<file path="config.mk">
export PLATFORM = sky130hd
export DESIGN_NAME = nco_multichannel
export DESIGN_NICKNAME = d
export VERILOG_FILES = /design/src/rtl/nco_multichannel.sv
export SDC_FILE = /design/constraint.sdc
export NUM_CORES = 1
export LEC_CHECK = 0
export ABC_AREA = 1
export CAP_MARGIN = 20
export CORE_AREA = 3 3 228 230
export CTS_CLUSTER_SIZE = 10
export DETAILED_ROUTE_END_ITERATION = 8
export DIE_AREA = 0 0 231 233
export GPL_TIMING_DRIVEN = 1
export PLACE_DENSITY = 0.78
export SLEW_MARGIN = 20
export SYNTH_ARGS = -nofsm -noshare
export SYNTH_HDL_FRONTEND = slang
export SYNTH_SLANG_ARGS = --single-unit
</file>
<file path="constraint.sdc">
create_clock -name Clk -period 4.8 [get_ports Clk]
set_clock_uncertainty 0.15 [all_clocks]
set_input_delay 0.72 -clock Clk [delete_from_list [all_inputs] [get_ports Clk]]
set_output_delay 0.72 -clock Clk [all_outputs]
set_load 0.05 [all_outputs]
</file>
<file path="src/rtl/nco_multichannel.sv">
// nco_multichannel
// Multi-channel direct digital synthesiser behind an Avalon-MM slave.
// Every channel has its own phase accumulator, frequency control word,
// phase offset, waveform mode and amplitude scale. All channels advance
// on a shared programmable sample tick.
//
// Ports:
//   Clk, ResetN           system clock, asynchronous active-low reset
//   ChipSelect/Write/Read Avalon slave strobes
//   Address[4:0]          word address
//   WriteData[31:0]       write data
//   ReadData[31:0]        registered read data, latency 1, held between reads
//   oData                 offset-binary samples, channel c at [c*DATA_W +: DATA_W]
//   oStrobe               one-cycle pulse per channel when its oData slice updates
//
// Register map:
//   0 DIV, 1 RUNMASK, 2 INFO, 3 reserved
//   4*(c+1)+0 CTRL {mode[3:2], clr[1], run[0]}
//   4*(c+1)+1 FCW, +2 PHASE_OFF, +3 AMP (clamped to 256)
module nco_multichannel #(
  parameter int CHANNELS = 2,
  parameter int PHASE_W  = 24,
  parameter int DATA_W   = 10,
  parameter int LUT_AW   = 8,
  parameter int DIV_W    = 16
) (
  input  logic                         Clk,
  input  logic                         ResetN,
  input  logic                         ChipSelect,
  input  logic                         Write,
  input  logic                         Read,
  input  logic [4:0]                   Address,
  input  logic [31:0]                  WriteData,
  output logic [31:0]                  ReadData,
  output logic [CHANNELS*DATA_W-1:0]   oData,
  output logic [CHANNELS-1:0]          oStrobe
);

  localparam int  LUT_N = 1 << LUT_AW;
  localparam int  MID   = 1 << (DATA_W - 1);
  localparam int  EXT_W = DATA_W + 10;
  localparam real PI    = 3.14159265358979323846;
  localparam logic [31:0] INFO = {8'(CHANNELS), 8'(DATA_W), 8'(PHASE_W), 8'h4E};

  // Full-wave sine table, built at elaboration time. Values are centred on
  // MID with peak amplitude MID-1 so the table never reaches 0 or 2^DATA_W.
  logic [DATA_W-1:0] sine_lut [LUT_N];

  for (genvar k = 0; k < LUT_N; k++) begin : g_lut
    localparam real ANGLE   = 2.0 * PI * real'(k) / real'(LUT_N);
    localparam real SCALED  = real'(MID - 1) * $sin(ANGLE);
    localparam int  ROUNDED = (SCALED >= 0.0) ? $rtoi(SCALED + 0.5) : -$rtoi(0.5 - SCALED);
    assign sine_lut[k] = DATA_W'(MID + ROUNDED);
  end

  // Bus decode: slot 0 holds the global registers, slot c+1 holds channel c.
  logic       wr_en;
  logic       rd_en;
  logic [2:0] slot;
  logic [1:0] reg_sel;

  assign wr_en   = ChipSelect && Write;
  assign rd_en   = ChipSelect && Read;
  assign slot    = Address[4:2];
  assign reg_sel = Address[1:0];

  logic [DIV_W-1:0]    div_reg;
  logic [DIV_W-1:0]    div_count;
  logic [CHANNELS-1:0] run_vec;
  logic                any_run;
  logic                tick;

  logic [31:0] ctrl_rd [CHANNELS];
  logic [31:0] fcw_rd  [CHANNELS];
  logic [31:0] off_rd  [CHANNELS];
  logic [31:0] amp_rd  [CHANNELS];
  logic [31:0] rd_mux;

  assign any_run = |run_vec;
  assign tick    = any_run && (div_count == div_reg);

  // Sample-tick divider. It idles at 0 while nothing runs so the first tick
  // after a run always lands DIV cycles later; a DIV write restarts it.
  always_ff @(posedge Clk or negedge ResetN) begin
    if (!ResetN) begin
      div_reg   <= DIV_W'(49);
      div_count <= '0;
    end else if (wr_en && (Address == 5'd0)) begin
      div_reg   <= WriteData[DIV_W-1:0];
      div_count <= '0;
    end else if (!any_run || tick) begin
      div_count <= '0;
    end else begin
      div_count <= div_count + 1'b1;
    end
  end

  // Read multiplexer; anything not decoded reads as zero.
  always_comb begin
    rd_mux = '0;
    if (slot == 3'd0) begin
      case (reg_sel)
        2'd0:    rd_mux = 32'(div_reg);
        2'd1:    rd_mux = 32'(run_vec);
        2'd2:    rd_mux = INFO;
        default: rd_mux = '0;
      endcase
    end else begin
      for (int c = 0; c < CHANNELS; c++) begin
        if (slot == 3'(c + 1)) begin
          case (reg_sel)
            2'd0:    rd_mux = ctrl_rd[c];
            2'd1:    rd_mux = fcw_rd[c];
            2'd2:    rd_mux = off_rd[c];
            default: rd_mux = amp_rd[c];
          endcase
        end
      end
    end
  end

  // Registered read port. Because the mux sees the registers before the
  // edge, a simultaneous read and write returns the pre-write value.
  always_ff @(posedge Clk or negedge ResetN) begin
    if (!ResetN) begin
      ReadData <= '0;
    end else if (rd_en) begin
      ReadData <= rd_mux;
    end
  end

  for (genvar c = 0; c < CHANNELS; c++) begin : g_ch
    logic                     hit;
    logic                     wr_ctrl;
    logic                     wr_fcw;
    logic                     wr_off;
    logic                     wr_amp;
    logic                     clr;
    logic                     run;
    logic [1:0]               mode;
    logic [PHASE_W-1:0]       fcw;
    logic [PHASE_W-1:0]       phase_off;
    logic [8:0]               amp;
    logic [PHASE_W-1:0]       acc;
    logic [PHASE_W-1:0]       acc_next;
    logic                     tick_ch;
    logic [PHASE_W-1:0]       p_s1;
    logic                     v_s1;
    logic [DATA_W-1:0]        wave;
    logic [DATA_W-1:0]        wave_s2;
    logic                     v_s2;
    logic signed [EXT_W-1:0]  diff;
    logic signed [EXT_W-1:0]  prod;
    logic signed [EXT_W-1:0]  scaled;
    logic [DATA_W-1:0]        sample_next;
    logic [DATA_W-1:0]        sample;
    logic                     strobe;
    logic                     unused_phase;

    assign hit      = wr_en && (slot == 3'(c + 1));
    assign wr_ctrl  = hit && (reg_sel == 2'd0);
    assign wr_fcw   = hit && (reg_sel == 2'd1);
    assign wr_off   = hit && (reg_sel == 2'd2);
    assign wr_amp   = hit && (reg_sel == 2'd3);
    assign clr      = wr_ctrl && WriteData[1];
    assign tick_ch  = tick && run;
    // clr beats a simultaneous tick; that tick still issues a sample from 0.
    assign acc_next = clr ? '0 : acc + fcw;

    // Channel control registers. Large AMP writes saturate at unity gain.
    always_ff @(posedge Clk or negedge ResetN) begin
      if (!ResetN) begin
        run       <= 1'b0;
        mode      <= 2'd0;
        fcw       <= '0;
        phase_off <= '0;
        amp       <= 9'd256;
      end else begin
        if (wr_ctrl) begin
          run  <= WriteData[0];
          mode <= WriteData[3:2];
        end
        if (wr_fcw) fcw <= WriteData[PHASE_W-1:0];
        if (wr_off) phase_off <= WriteData[PHASE_W-1:0];
        if (wr_amp) amp <= (WriteData > 32'd256) ? 9'd256 : WriteData[8:0];
      end
    end

    // Accumulator and S1. The offset is added to the freshly updated phase
    // in the same edge so the accumulator itself never carries the offset.
    always_ff @(posedge Clk or negedge ResetN) begin
      if (!ResetN) begin
        acc  <= '0;
        p_s1 <= '0;
        v_s1 <= 1'b0;
      end else begin
        v_s1 <= tick_ch;
        if (clr || tick_ch) acc <= acc_next;
        if (tick_ch) p_s1 <= acc_next + phase_off;
      end
    end

    // Waveform selection from the S1 phase.
    always_comb begin
      wave = '0;
      case (mode)
        2'd0:    wave = sine_lut[p_s1[PHASE_W-1 -: LUT_AW]];
        2'd1:    wave = p_s1[PHASE_W-1] ? '0 : '1;
        2'd2:    wave = p_s1[PHASE_W-1] ? ~p_s1[PHASE_W-2 -: DATA_W] : p_s1[PHASE_W-2 -: DATA_W];
        default: wave = p_s1[PHASE_W-1 -: DATA_W];
      endcase
    end

    assign unused_phase = ^p_s1;

    always_ff @(posedge Clk or negedge ResetN) begin
      if (!ResetN) begin
        wave_s2 <= '0;
        v_s2    <= 1'b0;
      end else begin
        v_s2 <= v_s1;
        if (v_s1) wave_s2 <= wave;
      end
    end

    // Amplitude scaling about mid-scale. AMP is 8.8-style gain with 256 as
    // unity; the arithmetic shift floors toward minus infinity.
    always_comb begin
      diff        = $signed(EXT_W'(wave_s2)) - $signed(EXT_W'(MID));
      prod        = diff * $signed(EXT_W'(amp));
      scaled      = prod >>> 8;
      sample_next = DATA_W'(scaled + $signed(EXT_W'(MID)));
    end

    always_ff @(posedge Clk or negedge ResetN) begin
      if (!ResetN) begin
        sample <= DATA_W'(MID);
        strobe <= 1'b0;
      end else begin
        strobe <= v_s2;
        if (v_s2) sample <= sample_next;
      end
    end

    assign run_vec[c]                     = run;
    assign oData[c*DATA_W +: DATA_W]      = sample;
    assign oStrobe[c]                     = strobe;
    assign ctrl_rd[c]                     = 32'({mode, 1'b0, run});
    assign fcw_rd[c]                      = 32'(fcw);
    assign off_rd[c]                      = 32'(phase_off);
    assign amp_rd[c]                      = 32'(amp);
  end

endmodule

</file>
==> summary.md, run 1 <==
| Metric | Value |
|---|---|
| Outcome | `finished with violations` |
| Failing checks | `DRC, setup timing` |
| RSZ-0062 raised after global routing | `true` |
| Netlist cell types | `64` |
| CTS Buffer Depth | `3` |
| Top layer in use | `met4` |
| Diode count | `0` |
| Final setup fails | `8` |
| Post-synthesis register bit count | `293` |
| Total Wirelength | `95,900 um` |
| Worst setup path category | `flip-flop to flip-flop` |
| Metal3 WL | `7800 um` |
| Synth Area in XOR/XNOR | `0.0157` |
| Vias in the first global route | `28,121` |
| Setup ws final | `-70.4 ps` |
| Gr usage total | `0.347` |
| Compound-Gate Fraction of Synth Area | `0.170` |
| Met1 WL | `38,500 um` |
| Worst Max-Slew Pin Slew | `1020 ps` |
| Synth top area share | `0.247` |
| Hold Path Class | `input port to asynchronous set/reset pin` |
| Initial antenna violation count | `0` |
| Total iterations of the first detailed-routing run | `9` |
| Chip Width | `231 um` |
| Biggest regs | `g_ch.acc: 48 flops, g_ch.fcw: 48 flops, g_ch.phase_off: 48 flops` |
| Tcrit/Tclk final | `1.01` |
| Number of synthesized flops with an enable pin | `0` |
| Crit Path Max Fanout | `3` |
| Worst Path Required | `5110 ps` |
| Synth Area in Adders | `0.184` |
| Slew HR | `0.318` |
| IO buf count | `88` |
| Worst EP arrival | `5180 ps` |
| F_max | `205 MHz` |
| Initial Util | `0.579` |
| Ys Warns | `0` |
| Die Height | `233 um` |
| Sequential fraction of the synthesis area | `0.253` |
| CORE AREA | `50,100 sq um` |
| Row cnt | `82` |
| Antenna Nets Post-Route | `0` |
| Clock latency at the later pin of the worst-skew pair | `580 ps` |
| Post-synth top area cell | `dfrtp_1` |
| WL/cell | `18.9 um` |
| Clk sinks | `293` |
| Crit path time final | `4870 ps` |
| Largest net degree at the start of global routing | `115` |
| Maximum Capacitance Violations | `0` |
| # DRC | `1` |
| Clock root buffer master | `clkbuf_16` |
| Largest cells by area after synthesis | `dfrtp_1 25%, nand2_1 16%, fa_1 10%` |
| Total grt overflow | `0` |
| Clock-pin slew on the worst setup and hold paths | `60 ps` |
| Final slew viol count | `0` |
| Cells after Synth | `4,230` |
| Hold_ws | `34.2 ps` |
| H-tree Lvls | `2` |
| Synthesized area per cell | `6.85 sq um` |
| CTS tree | `done` |
| Async SR Flop Fraction | `1.00` |
| Largest family of logic cells by synthesized area | `simple AND/OR/NAND/NOR gates` |
| DR iter-0 viols | `3,329` |
| Utilization after layout | `0.665` |
| Final net count | `4,757` |
| Layout area overhead | `14.8%` |
| Setup TNS Final | `-304 ps` |
| Metal2 WL | `44,200 um` |
| Die Footprint | `53,800 sq um` |
| First-pass GRT wire length | `149,000 um` |
| Synthesized area | `29,000 sq um` |
| Filler Cells Inserted | `4,363` |
| CP Launch Type | `flip-flop` |
| Crit. End Element | `flip-flop` |
| HPWL after detailed placement | `71,800 um` |
| Layout cells sized above 1 | `0.0969` |
| Vias | `29,752` |
| Cts bufs inserted | `37` |
| Final hold violations | `0` |
| Cts hold-fix bufs | `0` |
| Synth Area in Simple Gates | `0.265` |
| Ports | `96` |
| Ys flop type | `dfrtp_1` |
| Vias per inst | `5.86` |
| Routability Congestion | `1.00` |
| Mux cell area share after synthesis | `0.00311` |
[final timing paths]
path | from | to | slack (ps) | cells after the start
min | ResetN | g_ch[0].strobe$_DFF_PN0_ | 30 | 1
max reg2reg | g_ch[1].amp[1]$_DFFE_PN0P_ | g_ch[1].sample[5]$_DFFE_PN0P_ | -70 | 21
max | g_ch[1].amp[1]$_DFFE_PN0P_ | g_ch[1].sample[5]$_DFFE_PN0P_ | -70 | 21
min reg2reg | g_ch[0].v_s1$_DFF_PN0_ | g_ch[0].v_s2$_DFF_PN0_ | 310 | 0
min in group Clk | g_ch[0].v_s1$_DFF_PN0_ | g_ch[0].v_s2$_DFF_PN0_ | 310 | 0
max in group asynchronous | ResetN | g_ch[1].acc[18]$_DFFE_PN0P_ | 3470 | 2
[cells by family after synthesis]
kind of cell    after synthesis
buf+inv                     802
simple gates               1861
xor+xnor                     52
flops                       293
fa+ha+maj                   339
other cells                   1
compound gates              874
mux                           8
[worst max-delay path, stage by stage, from the launching register on]
cell and delay, ps:
dfrtp_1 380, inv_2 80, nor2_4 130, inv_2 70, fa_1 550, inv_2 40
fa_1 540, fa_1 450, fa_1 530, inv_2 40, fa_1 500, inv_2 50
ha_4 260, a21oi_4 170, buf_4 130, buf_6 90, o21ai_4 60, a21oi_2 130
nand2_1 90, or2_4 240, nand3_2 50, nand2_1 50
[per-stage QoR]
stage	worst slack [ps]	std cells	area, sq um
finish	-70.4	5077	33300
CTS	-11.3	5065	32800
floorplan	-6.14	4236	29100
global route	-273	5077	33300
global placement	-113	4985	31300
detailed placement	-197	4985	31300
[placed cells by master, fill, tap and decap left out, types with 17 or more instances in the layout]
cell,n
nand2_2,26
o21ai_0,371
o21ai_1,19
a22o_1,32
nor2_1,233
clkbuf_16,37
clkbuf_1,22
nand4_1,36
inv_2,19
clkdlybuf4s50_1,87
xnor2_1,28
o21bai_1,19
nand2_1,1235
nand3_1,201
buf_4,169
nor3_1,42
xor2_1,21
dfrtp_1,272
o211ai_1,20
fa_1,137
a31oi_1,22
inv_1,594
ha_1,177
a21oi_1,260
a21o_1,17
[cell usage after synthesis, types with 21 or more instances]
cell type / instances
a21oi_1: 275
a22o_1: 32
a31oi_1: 22
buf_2: 58
clkbuf_1: 92
dfrtp_1: 286
fa_1: 146
ha_1: 193
inv_1: 612
nand2_1: 1265
nand3_1: 206
nand4_1: 36
nor2_1: 241
nor3_1: 44
o21ai_0: 386
xnor2_1: 31
xor2_1: 21
[routing by layer]
metal / track usage / vias up
li1: - / 13999
met1: 0.453 / 13905
met2: 0.565 / 1513
met3: 0.0524 / 335
met4: 0.170 / 0
met5: 0 / -
[repair_timing]
action,4_1_cts,5_1_grt
pin swaps,20,77
gates resized for setup,59,104
setup buffers,12,14
setup endpoints to repair,14,20
[cell type report]
cell class | count | area, sq um | share of cell area
Multi-Input combinational cell | 3141 | 19100 | 0.574
Sequential cell | 293 | 7360 | 0.221
Timing Repair Buffer | 276 | 2450 | 0.0736
Inverter | 627 | 2360 | 0.0710
Clock buffer | 59 | 1010 | 0.0303
Tap cell | 672 | 841 | 0.0253
Clock inverter | 9 | 149 | 0.00447
Power of run 1 is not shown: default switching activity piles up to over one toggle a cycle in this logic, so the estimate is an artifact.
==> run 2, diff against run 1 <==
CORE_AREA = 3 3 272 194   (was 3 3 228 230)
DIE_AREA = 0 0 275 197   (was 0 0 231 233)
==> run 2 against run 1 <==
  * Hold slack lost 57 ps
  * Global-route usage up 2.2 points
  * Non-clock buffer count increased by 29
  * Wire length is 7.3% higher
  * Final cell count increased by 0.45%
  * Via count is 2.9% higher
  * Critical path depth decreased by 4
  * The flow finishes with violations (hold timing, setup timing)
  * Die area grew 0.65%
  * Sequential share of layout area fell by 0.26 points
  * Register-to-register slack worse by 210 ps
  * Worst setup slack worse by 210 ps
==> summary.md, run 2 (same netlist as run 1, synthesis figures left out) <==
| Metric | Value |
|---|---|
| Worst-case reg-to-reg path depth | `17` |
| Utilization after layout | `0.668` |
| First-pass GRT wire length | `158,000 um` |
| Clock latency at the later pin of the worst-skew pair | `600 ps` |
| Most frequent cells in the layout | `1,225 x nand2_1, 582 x inv_1, 370 x o21ai_0, 272 x dfrtp_1, 260 x a21oi_1` |
| Most common cell after layout, fill and taps aside | `nand2_1` |
| Final Non-Filler Cells | `5,100` |
| CTS Buffer Depth | `3` |
| Crit path time final | `5080 ps` |
| Worst Max-Slew Pin Slew | `920 ps` |
| Initial antenna violation count | `1` |
| Final hold violations | `6` |
| F_max | `197 MHz` |
| Row cnt | `69` |
| Final slew viol count | `0` |
| Tcrit/Tclk final | `1.06` |
| Cts bufs inserted | `37` |
| Setup ws final | `-276 ps` |
| Diode count | `0` |
| Layout area overhead | `16.1%` |
| Vias in the first global route | `28,789` |
| Biggest regs | `g_ch.acc: 48 flops, g_ch.fcw: 48 flops, g_ch.phase_off: 48 flops` |
| Maximum Capacitance Violations | `0` |
| Worst setup path category | `flip-flop to flip-flop` |
| Worst Path Required | `5090 ps` |
| Crit. End Element | `flip-flop` |
| Die Footprint | `54,200 sq um` |
| Ports | `96` |
| # DRC | `0` |
| Hold_ws | `-22.9 ps` |
| Gr usage total | `0.368` |
| Reg2Reg Setup Slack | `-280 ps` |
| Worst EP arrival | `5360 ps` |
| Filler Cells Inserted | `4,365` |
| Slew HR | `0.381` |
| Total Wirelength | `103,000 um` |
| Hold Path Class | `input port to asynchronous set/reset pin` |
| IO buf count | `88` |
| Chip Width | `275 um` |
| Total grt overflow | `0` |
| Initial Util | `0.575` |
| CTS tree | `done` |
| Cts hold-fix bufs | `0` |
| H-tree Lvls | `2` |
| Antenna Nets Post-Route | `0` |
| DR iter-0 viols | `3,975` |
| Placed Cells | `5,002` |
| WL/cell | `20.2 um` |
| CP Launch Type | `flip-flop` |
| Routability Congestion | `1.09` |
| Vias per inst | `6.00` |
| Total iterations of the first detailed-routing run | `6` |
| Crit Path Max Fanout | `6` |
| Final net count | `4,786` |
| Footprint of the multi-input gates | `19,300 sq um` |
| CORE AREA | `50,400 sq um` |
| Clock-pin slew on the worst setup and hold paths | `60 ps` |
| Outcome | `finished with violations` |
| Die Height | `197 um` |
| Largest net degree at the start of global routing | `91` |
| Clk sinks | `293` |
| Dpl cell area | `31,400 sq um` |
| Clock root buffer master | `clkbuf_16` |
| Sequential Area | `7360 sq um` |
| Finished Cell Area | `33,700 sq um` |
| Final setup fails | `10` |
| RSZ-0062 raised after global routing | `true` |
| Failing checks | `hold timing, setup timing` |
| Layout cells sized above 1 | `0.112` |
| Vias | `30,614` |
| HPWL after detailed placement | `75,000 um` |
## run 2: path summary, 6_finish.rpt
path	to	from
max	g_ch[0].sample[7]$_DFFE_PN0P_	g_ch[0].amp[6]$_DFFE_PN0P_
min reg2reg	g_ch[1].sample[9]$_DFFE_PN1P_	g_ch[1].sample[9]$_DFFE_PN1P_
max in group asynchronous	ReadData[16]$_DFFE_PN0P_	ResetN
max reg2reg	g_ch[0].sample[7]$_DFFE_PN0P_	g_ch[0].amp[6]$_DFFE_PN0P_
min in group Clk	g_ch[1].sample[9]$_DFFE_PN1P_	g_ch[1].sample[9]$_DFFE_PN1P_
min	g_ch[1].p_s1[13]$_DFFE_PN0P_	ResetN
## run 2: area by class of cell
class                      count  area share
inverter                     627      0.0703
multi-input combinational   3141       0.574
sequential                   293       0.219
clock inverter                 8     0.00424
clock buffer                  52      0.0301
tap                          674      0.0250
timing repair buffer         305      0.0779
## run 2: routing by layer
metal | wire length (um) | track usage
met4 | 4420 | 0.128
met5 | 9 | 0
met1 | 42900 | 0.524
met2 | 42900 | 0.537
met3 | 12700 | 0.107
## run 2: timing repair
item	4_1_cts	5_1_grt
pin swaps	73	82
buffers inserted	23	20
endpoints found under the setup margin	15	18
gates cloned	0	0
resized for setup	116	117
## run 2: critical path, cell delays in order (launching register included)
cell	delay [ps]
dfrtp_1	480
nand2_1	110
fa_1	480
inv_1	50
fa_1	600
fa_1	470
fa_1	570
inv_2	70
fa_1	570
inv_2	70
ha_4	270
a21oi_4	160
o21ai_4	90
buf_4	140
a311oi_2	360
nand2_1	120
nand2_1	90
a31oi_1	80
## run 2: per-stage QoR
stage               hold WS (ps)  setup slack (ps)  TNS [ps]
finish                     -22.9              -276     -1570
global route                38.0              -329     -3280
CTS                         16.4             -26.7     -90.8
detailed placement           313              -186     -1580
global placement             308              -124      -445
floorplan                    202             -6.14     -6.14
Power of run 2 is left out for the same reason.
